### src/rtl/udp_rx_parser_pkg.sv
// udp_rx_parser_pkg: FSM state type and fixed Ethernet/IPv4/UDP header layout constants.
package udp_rx_parser_pkg;
    typedef enum logic [1:0] {HDR, PAYLOAD, DROP} state_t;
    localparam logic [15:0] ETH_TYPE_IPV4 = 16'h0800;
    localparam logic [7:0]  IPV4_VER_IHL  = 8'h45;
    localparam logic [7:0]  IP_PROTO_UDP  = 8'h11;
    localparam logic [5:0]  OFF_ETH_TYPE  = 6'd12;
    localparam logic [5:0]  OFF_VER_IHL   = 6'd14;
    localparam logic [5:0]  OFF_PROTO     = 6'd23;
    localparam logic [5:0]  OFF_SRC_PORT  = 6'd34;
    localparam logic [5:0]  OFF_DST_PORT  = 6'd36;
    localparam logic [5:0]  OFF_UDP_LEN   = 6'd38;
    localparam logic [5:0]  HDR_LEN       = 6'd42;
endpackage

### src/rtl/udp_rx_parser.sv
// udp_rx_parser: filters IPv4/UDP frames for one destination port and streams their payload
// through a one-entry output register, counting discarded and truncated frames.
module udp_rx_parser import udp_rx_parser_pkg::*; #(
    parameter logic [15:0] UDP_PORT = 16'd5000,
    parameter int          CNT_W    = 16
) (
    input  logic             clk,
    input  logic             rst,
    input  logic             in_tvalid,
    output logic             in_tready,
    input  logic [7:0]       in_tdata,
    input  logic             in_tlast,
    output logic             out_tvalid,
    input  logic             out_tready,
    output logic [7:0]       out_tdata,
    output logic             out_tlast,
    output logic [15:0]      src_port,
    output logic [15:0]      pay_len,
    output logic             frame_ok,
    output logic [CNT_W-1:0] drop_count
);
    state_t      state, state_n;
    logic [5:0]  cnt;
    logic [15:0] rem, src_tmp, ulen, field;
    logic [7:0]  prev;
    logic        in_fire, out_fire, last_ok, hdr_bad, drop_inc;

    assign in_tready = (state == PAYLOAD) ? (!out_tvalid || out_tready) : 1'b1;
    assign in_fire   = in_tvalid && in_tready;
    assign out_fire  = out_tvalid && out_tready;
    assign field     = {prev, in_tdata};
    assign frame_ok  = out_fire && out_tlast && last_ok;

    // Two-byte fields are judged only on their second byte, using the held first byte.
    always_comb begin
        hdr_bad = (cnt == OFF_ETH_TYPE + 6'd1 && field != ETH_TYPE_IPV4) ||
                  (cnt == OFF_VER_IHL && in_tdata != IPV4_VER_IHL) ||
                  (cnt == OFF_PROTO && in_tdata != IP_PROTO_UDP) ||
                  (cnt == OFF_DST_PORT + 6'd1 && field != UDP_PORT) ||
                  (cnt == OFF_UDP_LEN + 6'd1 && field <= 16'd8);
        state_n  = state;
        drop_inc = 1'b0;
        if (in_fire) begin
            case (state)
                HDR: begin
                    if (in_tlast) begin
                        state_n  = HDR;
                        drop_inc = 1'b1;
                    end else if (hdr_bad) begin
                        state_n  = DROP;
                        drop_inc = 1'b1;
                    end else if (cnt == HDR_LEN - 6'd1) begin
                        state_n = PAYLOAD;
                    end
                end
                PAYLOAD: begin
                    if (rem == 16'd1) begin
                        state_n = in_tlast ? HDR : DROP;
                    end else if (in_tlast) begin
                        state_n  = HDR;
                        drop_inc = 1'b1;
                    end
                end
                DROP:    state_n = in_tlast ? HDR : DROP;
                default: state_n = HDR;
            endcase
        end
    end

    always_ff @(posedge clk or posedge rst) begin
        if (rst) state <= HDR;
        else     state <= state_n;
    end

    always_ff @(posedge clk or posedge rst) begin
        if (rst) begin
            cnt        <= '0;
            rem        <= '0;
            prev       <= '0;
            src_tmp    <= '0;
            ulen       <= '0;
            src_port   <= '0;
            pay_len    <= '0;
            out_tvalid <= 1'b0;
            out_tdata  <= '0;
            out_tlast  <= 1'b0;
            last_ok    <= 1'b0;
            drop_count <= '0;
        end else begin
            if (in_fire && state == HDR) begin
                cnt  <= (state_n == HDR && !in_tlast) ? cnt + 6'd1 : 6'd0;
                prev <= in_tdata;
                if (cnt == OFF_SRC_PORT + 6'd1) src_tmp <= field;
                if (cnt == OFF_UDP_LEN + 6'd1)  ulen    <= field;
                if (state_n == PAYLOAD) begin
                    src_port <= src_tmp;
                    pay_len  <= ulen - 16'd8;
                    rem      <= ulen - 16'd8;
                end
            end
            if (in_fire && state == PAYLOAD) begin
                rem        <= rem - 16'd1;
                out_tvalid <= 1'b1;
                out_tdata  <= in_tdata;
                out_tlast  <= (rem == 16'd1) || in_tlast;
                last_ok    <= rem == 16'd1;
            end else if (out_fire) begin
                out_tvalid <= 1'b0;
                out_tlast  <= 1'b0;
            end
            if (drop_inc && !(&drop_count)) drop_count <= drop_count + CNT_W'(1);
        end
    end
endmodule
### config.mk
export PLATFORM = sky130hd
export DESIGN_NAME = udp_rx_parser
export DESIGN_NICKNAME = d
export VERILOG_FILES = /design/src/rtl/udp_rx_parser_pkg.sv /design/src/rtl/udp_rx_parser.sv
export SDC_FILE = /design/constraint.sdc
export NUM_CORES = 1
export LEC_CHECK = 0
export ABC_AREA = 1
export ABC_CLOCK_PERIOD_IN_PS = 4170
export CAP_MARGIN = 20
export CORE_MARGIN = 10
export CORE_UTILIZATION = 50
export DETAILED_ROUTE_END_ITERATION = 10
export PLACE_DENSITY_LB_ADDON = 0.08
export SYNTH_ARGS = -nofsm -noshare
export SYNTH_HDL_FRONTEND = slang
export SYNTH_SLANG_ARGS = --single-unit
### constraint.sdc
create_clock -name clk -period 4.17 [get_ports clk]
set_clock_uncertainty 0.1 [all_clocks]
set_input_delay 0.417 -clock clk [delete_from_list [all_inputs] [get_ports clk]]
set_output_delay 0.417 -clock clk [all_outputs]
set_load 0.01 [all_outputs]
==> results of run 1 <==
## kinds of logic (layout without fill, tap and decap cells)
| group | after synthesis | in the layout | share of synthesized area |
|---|---|---|---|
| flops | 123 | 123 | 0.4960 |
| fa+ha+maj | 7 | 7 | 0.01411 |
| xor+xnor | 35 | 35 | 0.04939 |
| compound gates | 121 | 121 | 0.1085 |
| buf+inv | 118 | 200 | 0.08125 |
| simple gates | 370 | 370 | 0.2508 |
## flip-flops by register name (all words and copies together) (netlist names)
signal	flops
out_tlast	1
ulen	16
prev	8
last_ok	1
src_tmp	16
drop_count	16
cnt	6
out_tvalid	1
out_tdata	8
pay_len	16
rem	16
state	2
src_port	16
## worst max-delay path, cell delays in order (launching register included)
cell	delay (ps)
sky130_fd_sc_hd__dfrtp_1	420
sky130_fd_sc_hd__nor2_1	220
sky130_fd_sc_hd__nand2_1	100
sky130_fd_sc_hd__nor3_2	220
sky130_fd_sc_hd__nand2_1	210
sky130_fd_sc_hd__nand3_1	160
sky130_fd_sc_hd__nand2_1	80
sky130_fd_sc_hd__nand2_2	80
sky130_fd_sc_hd__nand2_4	90
sky130_fd_sc_hd__nand2_4	560
sky130_fd_sc_hd__nand2_4	260
sky130_fd_sc_hd__nand2_1	120
sky130_fd_sc_hd__nand2_1	60
## power by group
| part | switching [mW] | leakage [nW] | internal, mW |
|---|---|---|---|
| Clock | 0.561 | 0.289 | 0.955 |
| Combinational | 0.175 | 1.79 | 0.128 |
| Sequential | 0.0539 | 1.60 | 1.24 |
## Yosys cell counts (2+ instances only)
cell and n:
sky130_fd_sc_hd__nand2_1 227, sky130_fd_sc_hd__o21ai_0 82, sky130_fd_sc_hd__nand4_1 4, sky130_fd_sc_hd__nor4_1 6, sky130_fd_sc_hd__nand3_1 53, sky130_fd_sc_hd__nor2_1 58
sky130_fd_sc_hd__inv_2 2, sky130_fd_sc_hd__o21ai_2 11, sky130_fd_sc_hd__clkbuf_1 12, sky130_fd_sc_hd__xnor2_1 11, sky130_fd_sc_hd__nor3_1 9, sky130_fd_sc_hd__a22oi_1 2
sky130_fd_sc_hd__inv_1 87, sky130_fd_sc_hd__buf_2 9, sky130_fd_sc_hd__dfrtp_1 123, sky130_fd_sc_hd__nand2_4 3, sky130_fd_sc_hd__ha_1 7, sky130_fd_sc_hd__a21oi_1 10
sky130_fd_sc_hd__buf_6 5, sky130_fd_sc_hd__o21ai_1 11, sky130_fd_sc_hd__xor2_1 24, sky130_fd_sc_hd__nand3b_1 3
## worst paths after layout
kind                       startpoint    endpoint  slack, ps  cells past startpoint
min in group clk           pay_len[7]  pay_len[7]        380                      2
max in group asynchronous         rst     prev[3]       2820                      3
hold / removal                    rst      rem[4]        340                      2
setup / recovery               rem[6]      rem[7]       1340                     12
setup reg to reg               rem[6]      rem[7]       1340                     12
hold reg to reg            pay_len[7]  pay_len[7]        380                      2
## layer usage
layer  share of wire  wire (um)  up-vias  track usage
li1                -          -     2599            -
met2            0.48       7092      112       0.2810
met3           0.048        703       22      0.04649
met4           0.017        248        0      0.06737
met5               0          0        -            0
met1            0.46       6737     2532       0.2227
## layout make-up
type	count	share of cell area
sequential	123	0.4024
multi-input combinational	533	0.3442
timing repair buffer	78	0.1018
clock buffer	18	0.05742
inverter	90	0.04450
tap	168	0.02748
clock inverter	14	0.02225
## per-stage QoR
stage | worst slack, ps | util | hold slack, ps | cell area, um^2 | power, mW
2_1_floorplan | 382.1 | - | 353.0 | 6206 | 1.476
3_3_place_gp | 963.3 | 0.5836 | 369.9 | 7039 | 1.615
3_5_place_dp | 901.2 | 0.5836 | 367.8 | 7039 | 1.619
4_1_cts | 1298 | 0.6341 | 359.6 | 7649 | 3.138
5_1_grt | 1027 | 0.6341 | 408.1 | 7649 | 3.243
6_report | 1338 | 0.6341 | 336.6 | 7649 | 3.114
==> results.md, run 1 <==
## Placement
- number of I/O port buffers: 72
- Placer Congestion: 0.8941
- Post-DP HPWL: 10770 um
- count of placed standard cells including taps: 992

## Finish
- share of cells above drive strength 1: 0.07360
- Filler Cell Count: 1053
- area of all sequential standard cells: 3078 um^2
- number of nets in the layout: 863
- multi-input combinational cell area: 2633 um^2
- most used cells in the layout excluding fill and tap cells: sky130_fd_sc_hd__nand2_1, sky130_fd_sc_hd__dfrtp_1, sky130_fd_sc_hd__inv_1
- antenna diode count: 0
- non-filler instance count after layout: 1024
- commonest non-fill, non-tap cell in the layout: sky130_fd_sc_hd__nand2_1
- layout-stage area growth over the synthesis result: 23.25%

## Synth
- Post-Syn Instances: 774
- top-area cell type share of the netlist area: 0.4960
- Syn Nets: 794
- portion of the post-synthesis area used by sequential elements: 0.4960
- post-synth top area cell: sky130_fd_sc_hd__dfrtp_1
- synth warn: 0
- mean instance size in the synthesized netlist: 8.018 um^2
- leading register cell type out of synthesis: sky130_fd_sc_hd__dfrtp_1
- count of cell types in the netlist: 37
- post-synthesis cell area: 6206 um^2
- number of flops mapped to enable cells by yosys: 0
- share of flip-flops with an asynchronous set or reset: 1.000
- #FFs+latches synth: 123
- largest cells by area after synthesis: sky130_fd_sc_hd__dfrtp_1, sky130_fd_sc_hd__nand2_1, sky130_fd_sc_hd__o21ai_0

## Drt
- post-DR vias/cell: 5.142
- routed len/inst: 14.44 um
- Total Routed Length: 14780 um
- drt first-iter violations: 426
- number of nets with antenna violations after detailed routing: 0
- number of DRC violations after detailed routing: 0
- routed via count: 5265
- number of iterations in the first detailed-routing pass: 5

## Global routing
- number of antenna violations at the first check in global routing: 0
- total global routing track utilization: 0.1758
- GR Overflow Total: 0
- global-route wire length before repair: 25450 um
- pin count of the biggest net entering global routing: 77
- number of global-route vias before repair: 5177

## Power
- static leakage: 3.685 nW
- power per standard cell area: 407.1 nW/um^2
- Max rail drop VDD: 297.3 uV

## Floorplanning
- row count: 40
- num ports: 73
- effective utilization at floorplan: 0.5145
- die extent in y: 131.4 um
- area of the die: 17270 um^2
- Placeable Area: 12060 um^2
- overall die width: 131.4 um

## Timing
- Worst Max-Slew Pin Slew: 803.6 ps
- Final Hold Viols: 0
- final critical delay including setup and external delays: 2832 ps
- unrepaired setup endpoints after global routing: no
- max_slew headroom: 0.4630
- Sum Neg Setup Slack: 0 ps
- Tcrit/Tclk final: 0.6792
- Max Transition Viols Final: 0
- Setup-failing EPs final: 0
- Highest Clock Rate: 353.1 MHz

## Worst setup path
- category of the worst setup path capture point: flop
- Max Fanout on Critical Path: 76
- crit start category: flop
- arrival time reported for the critical path endpoint: 3040 ps
- Crit Path Category: reg2reg
- required time of the worst setup path: 4380 ps

## Worst hold path
- type of the worst min-delay path: in2async

## Clock network
- clock slew at reported path FFs: 60 ps
- CTS sink count: 123
- buffers from clock root to sink, at most: 2
- count of cells resized by post-cts repair: 0
- depth of the CTS H-tree: 4
- clock tree from TritonCTS: yes
- total CTS buffers: 17
- library cell used as clock root buffer: sky130_fd_sc_hd__clkbuf_16
- clock latency reported for the late side of the worst-skew pair: 420 ps
- cts hold-fix bufs: 0
- total setup buffers inserted after CTS: 0

## Run
- Max Cap Violations: 0

## Run status
- result of the run: complete, no violations

No activity file was read; power rests on OpenSTA's default activity.
==> run 2, diff against run 1 <==
--- a/config.mk
+++ b/config.mk
@@ -6,7 +6,7 @@
 export NUM_CORES = 1
 export LEC_CHECK = 0
 export ABC_AREA = 1
-export ABC_CLOCK_PERIOD_IN_PS = 4170
+export ABC_CLOCK_PERIOD_IN_PS = 2400
 export CAP_MARGIN = 20
 export CORE_MARGIN = 10
 export CORE_UTILIZATION = 50
==> constraint.sdc (replaced) <==
create_clock -name clk -period 2.4 [get_ports clk]
set_clock_uncertainty 0.1 [all_clocks]
set_input_delay 0.24 -clock clk [delete_from_list [all_inputs] [get_ports clk]]
set_output_delay 0.24 -clock clk [all_outputs]
set_load 0.01 [all_outputs]
==> results.md, run 2 (synthesis gave the netlist of run 1 again) <==
## Worst setup path
- launching point of the worst reg2reg path: rem[6]
- Crit Path Category: reg2reg
- required time of the worst setup path: 2660 ps
- reg2reg path depth: 12
- worst reg2reg path endpoint: rem[3]
- ordered list of cells on the worst path: nor2_1 > nand2_1 > nor3_2 > nand2_2 > nand3_1 > nand2_1 > nand2_2 > nand2_4 > nand2_4 > buf_12 > nand3_1 > nand2_1
- CP max stage cell: sky130_fd_sc_hd__dfrtp_1
- category of the worst setup path capture point: flop
- arrival time reported for the critical path endpoint: 2440 ps
- cell repeated most along the worst path: sky130_fd_sc_hd__nand2_1
- crit start category: flop
- worst path buffer plus inverter count: 1
- Critical Path Max Stage Delay: 420 ps
- kind of cell with the highest combined delay on the critical path: simple AND/OR/NAND/NOR gates
- reg2reg setup slack: 220 ps
- Max Fanout on Critical Path: 25

## Power
- internal portion of total power: 4.116 mW
- share of power burned in registers: 0.413
- Net Sw Frac: 0.2447
- net switching power figure: 1.334 mW
- static leakage: 3.840 nW
- relative contribution of the clock network to total power: 0.484
- power per standard cell area: 686.1 nW/um^2
- combinational share of power: 0.103
- Max rail drop VDD: 432.3 uV

## Timing
- Max Transition Viols Final: 0
- final critical delay including setup and external delays: 2182 ps
- Setup-failing EPs final: 0
- Sum Neg Setup Slack: 0 ps
- Tcrit/Tclk final: 0.9091
- Highest Clock Rate: 458.3 MHz
- Worst Max-Slew Pin Slew: 421.8 ps
- Final Hold Viols: 0
- unrepaired setup endpoints after global routing: no
- max_slew headroom: 0.7185

## Worst hold path
- capture endpoint of the worst hold path: pay_len[8]
- startpoint of the most critical hold path: pay_len[8]
- type of the worst min-delay path: reg2reg
- worst hold path cell count: 2

## Floorplanning
- Placeable Area: 12060 um^2
- num ports: 73
- overall die width: 131.4 um
- area of the die: 17270 um^2
- row count: 40
- die extent in y: 131.4 um
- effective utilization at floorplan: 0.5145

## Finish
- commonest non-fill, non-tap cell in the layout: sky130_fd_sc_hd__nand2_1
- area of all sequential standard cells: 3078 um^2
- final cell utilization of the core: 0.6586
- share of cells above drive strength 1: 0.09784
- non-filler instance count after layout: 1047
- most used cells in the layout excluding fill and tap cells: sky130_fd_sc_hd__nand2_1, sky130_fd_sc_hd__dfrtp_1, sky130_fd_sc_hd__inv_1
- final design area excluding fillers: 7944 um^2
- Filler Cell Count: 1018
- number of nets in the layout: 887
- antenna diode count: 0
- layout-stage area growth over the synthesis result: 28.00%
- multi-input combinational cell area: 2655 um^2

## Drt
- number of iterations in the first detailed-routing pass: 5
- number of nets with antenna violations after detailed routing: 0
- Total Routed Length: 15250 um
- number of DRC violations after detailed routing: 0
- post-DR vias/cell: 5.075
- routed len/inst: 14.57 um
- routed via count: 5314
- drt first-iter violations: 455

## Clock network
- clock tree from TritonCTS: yes
- library cell used as clock root buffer: sky130_fd_sc_hd__clkbuf_16
- clock latency reported for the late side of the worst-skew pair: 420 ps
- clock slew at reported path FFs: 50 ps
- buffers from clock root to sink, at most: 2
- depth of the CTS H-tree: 4
- total CTS buffers: 17
- CTS sink count: 123

## Placement
- Placer Congestion: 0.9147
- Cell Area, Placed: 7301 um^2
- number of I/O port buffers: 72
- Post-DP HPWL: 11240 um
- count of placed standard cells including taps: 1015

## Run status
- result of the run: complete, no violations

## Global routing
- number of global-route vias before repair: 5168
- total global routing track utilization: 0.1784
- pin count of the biggest net entering global routing: 52
- GR Overflow Total: 0
- global-route wire length before repair: 25400 um
- number of antenna violations at the first check in global routing: 0

## Run
- Max Cap Violations: 0

## run 2: cell count changes in the layout (fill, tap and decap cells not counted), sizes merged
cell / change
buf: +23
clkbuf: +4
clkinv: -3
dlygate4sd3: +1
inv: -1
clkinvlp: -1
## run 2: power by group through the flow
stage	clock network (mW)	registers, mW	logic, mW
floorplan	0	2.29	0.277
global placement	0	2.28	0.554
detailed placement	0	2.29	0.563
CTS	2.67	2.25	0.569
global route	2.78	2.27	0.630
finish	2.64	2.25	0.562
## run 2: timing repair
action	in CTS	in global routing
hold buffers	1	0
setup endpoints to repair	0	5
endpoints found under the hold margin	3	0
setup buffers	0	0
resized for setup	0	4
## run 2: worst max-delay path by stage
stage / from / cells after the start / endpoint
3_3_place_gp: in_tdata[6] / 14 / drop_count[4]
2_1_floorplan: cnt[0] / 13 / pay_len[13]
3_5_place_dp: in_tdata[6] / 14 / src_port[11]
4_1_cts: ulen[3] / 12 / rem[15]
5_1_grt: rem[6] / 12 / src_port[12]
6_report: rem[6] / 12 / rem[3]
## run 2: metal layers
metal	wire [um]	GRT usage	part of all wire	up-vias
met5	0	0	0	-
met4	252	0.06242	0.017	0
met3	833	0.05793	0.055	25
met2	7506	0.2939	0.49	130
met1	6661	0.2144	0.44	2514
li1	-	-	-	2645
## run 2: stage by stage
step	hold WS [ps]	setup slack, ps	total power [mW]
floorplan	261.0	406.4	2.566
global route	408.0	57.17	5.674
global placement	364.3	24.41	2.836
detailed placement	365.8	-16.79	2.850
finish	379.3	218.1	5.450
CTS	378.5	64.45	5.490
## run 2: tightest hold or removal path, cell delays in order (launching register included)
cell and delay [ps]:
sky130_fd_sc_hd__dfrtp_1 350, sky130_fd_sc_hd__nand2_1 60, sky130_fd_sc_hd__nand2_1 50
## run 2: cell type report
cell class | instances | share of cell area
sequential | 123 | 0.3875
clock buffer | 22 | 0.05969
clock inverter | 9 | 0.01717
timing repair buffer | 102 | 0.1320
tap | 168 | 0.02646
multi-input combinational | 533 | 0.3342
inverter | 90 | 0.04300
==> run 3, diff against run 2 <==
--- a/config.mk
+++ b/config.mk
@@ -9,8 +9,9 @@
 export ABC_CLOCK_PERIOD_IN_PS = 2400
 export CAP_MARGIN = 20
 export CORE_MARGIN = 10
-export CORE_UTILIZATION = 50
+export CORE_UTILIZATION = 51
 export DETAILED_ROUTE_END_ITERATION = 10
+export GPL_TIMING_DRIVEN = 0
 export PLACE_DENSITY_LB_ADDON = 0.08
 export SYNTH_ARGS = -nofsm -noshare
 export SYNTH_HDL_FRONTEND = slang
==> results.md, run 3 (synthesis gave the netlist of run 1 again) <==
## Clock network
- clock latency reported for the late side of the worst-skew pair: 420 ps
- depth of the CTS H-tree: 4
- CTS sink count: 123
- library cell used as clock root buffer: sky130_fd_sc_hd__clkbuf_16
- buffers from clock root to sink, at most: 2
- cts hold-fix bufs: 0
- total CTS buffers: 17
- clock slew at reported path FFs: 60 ps
- clock tree from TritonCTS: yes

## Finish
- antenna diode count: 0
- layout-stage area growth over the synthesis result: 26.25%
- number of nets in the layout: 891
- most used cells in the layout excluding fill and tap cells: sky130_fd_sc_hd__nand2_1, sky130_fd_sc_hd__dfrtp_1, sky130_fd_sc_hd__inv_1
- share of cells above drive strength 1: 0.1018
- commonest non-fill, non-tap cell in the layout: sky130_fd_sc_hd__nand2_1
- final cell utilization of the core: 0.6550

## Floorplanning
- Placeable Area: 11960 um^2
- overall die width: 130.3 um
- area of the die: 16980 um^2
- die extent in y: 130.3 um
- num ports: 73
- row count: 40
- effective utilization at floorplan: 0.5188

## Placement
- Post-DP HPWL: 11980 um
- number of I/O port buffers: 72
- Placer Congestion: 0.8886
- dpl ws: -293.9 ps

## Timing
- Max Transition Viols Final: 0
- max_slew headroom: 0.5555
- Final Hold Viols: 0
- Min Hold Slack: 161.2 ps
- Highest Clock Rate: 451.6 MHz
- Tcrit/Tclk final: 0.9227
- Setup-failing EPs final: 0
- Worst Max-Slew Pin Slew: 665.4 ps
- Final WS setup: 185.5 ps
- final critical delay including setup and external delays: 2215 ps

## Drt
- Total Routed Length: 15610 um
- number of DRC violations after detailed routing: 0
- number of iterations in the first detailed-routing pass: 6
- drt first-iter violations: 476
- number of nets with antenna violations after detailed routing: 0
- routed via count: 5373
- routed len/inst: 15.14 um
- post-DR vias/cell: 5.211

## Power
- internal portion of total power: 3.936 mW
- Max rail drop VDD: 473.5 uV
- combinational share of power: 0.105
- static leakage: 3.796 nW
- power per standard cell area: 677.8 nW/um^2
- share of power burned in registers: 0.423
- relative contribution of the clock network to total power: 0.473
- net switching power figure: 1.374 mW
- Net Sw Frac: 0.2588

## Worst setup path
- Max Fanout on Critical Path: 10
- crit start category: flop
- Crit Path Category: reg2reg
- required time of the worst setup path: 2600 ps
- arrival time reported for the critical path endpoint: 2420 ps
- category of the worst setup path capture point: flop

## Run status
- result of the run: complete, no violations

## Run
- Max Cap Violations: 0

## Global routing
- GR Overflow Total: 0
- pin count of the biggest net entering global routing: 37
- number of antenna violations at the first check in global routing: 0
- total global routing track utilization: 0.1977
- global-route wire length before repair: 26650 um
- number of global-route vias before repair: 5457

## Worst hold path
- type of the worst min-delay path: in2async

[run 3: cell types whose count changed in the layout (fill, tap and decap cells not counted), moves of 3 or more]
| cell | change |
|---|---|
| sky130_fd_sc_hd__nor2_1 | -3 |
| sky130_fd_sc_hd__clkbuf_1 | +9 |
| sky130_fd_sc_hd__buf_2 | +7 |
| sky130_fd_sc_hd__buf_4 | -16 |
| sky130_fd_sc_hd__buf_6 | +5 |
| sky130_fd_sc_hd__buf_12 | -5 |
[run 3: metrics by stage]
step | TNS (ps) | cell area [um^2] | total power, mW | instances
after floorplan | 0 | 6210 | 2.566 | 774
after global placement | -86180 | 7114 | 2.805 | 993
after detailed placement | -17360 | 7174 | 2.835 | 996
after CTS | 0 | 7765 | 5.343 | 1028
after global routing | -150.4 | 7835 | 5.522 | 1031
final | 0 | 7835 | 5.311 | 1031
[run 3: area by class of cell]
cell class	instances	area [um^2]
timing repair buffer	79	810.8
sequential	123	3078
clock inverter	11	110.1
tap	147	183.9
buffer	27	165.2
clock buffer	21	480.5
multi-input combinational	533	2665
fill	1044	4126
inverter	90	341.6
[run 3: worst paths after layout]
kind                       cells past startpoint       start  slack [ps]          end
max                                           14      cnt[0]         190  pay_len[13]
min                                            2         rst         160       rem[8]
min reg2reg                                    2  pay_len[6]         380   pay_len[6]
max reg2reg                                   14      cnt[0]         190  pay_len[13]
min in group clk                               2  pay_len[6]         380   pay_len[6]
max in group asynchronous                      4         rst        1220  src_port[1]
[run 3: critical path, stage by stage (launching register included)]
cell	delay [ps]
sky130_fd_sc_hd__dfrtp_1	420
sky130_fd_sc_hd__ha_2	210
sky130_fd_sc_hd__nand3_1	110
sky130_fd_sc_hd__nor2_2	130
sky130_fd_sc_hd__nand2_1	70
sky130_fd_sc_hd__nor2_2	140
sky130_fd_sc_hd__nor2_4	60
sky130_fd_sc_hd__nand4_1	100
sky130_fd_sc_hd__nand2_1	70
sky130_fd_sc_hd__nand2_2	90
sky130_fd_sc_hd__nand2_4	80
sky130_fd_sc_hd__nand2_4	100
sky130_fd_sc_hd__buf_8	150
sky130_fd_sc_hd__buf_6	180
sky130_fd_sc_hd__o21ai_2	60
[run 3: layer usage]
| layer | wire length, um | vias up | track usage |
|---|---|---|---|
| li1 | - | 2654 | - |
| met1 | 6880 | 2590 | 0.2427 |
| met2 | 7696 | 105 | 0.3293 |
| met3 | 802 | 24 | 0.05355 |
| met4 | 234 | 0 | 0.06680 |
| met5 | 0 | - | 0 |
[run 3: power by group through the flow]
stage / clock network [mW] / logic [mW] / registers [mW]
detailed placement: 0 / 0.556 / 2.28
global placement: 0 / 0.529 / 2.28
global route: 2.63 / 0.635 / 2.26
finish: 2.51 / 0.556 / 2.24
floorplan: 0 / 0.277 / 2.29
CTS: 2.54 / 0.560 / 2.24
[run 3: timing repair]
action                                  4_1_cts  5_1_grt
setup buffers                                 0        4
endpoints found under the setup margin        0       80
resized for setup                             0       16
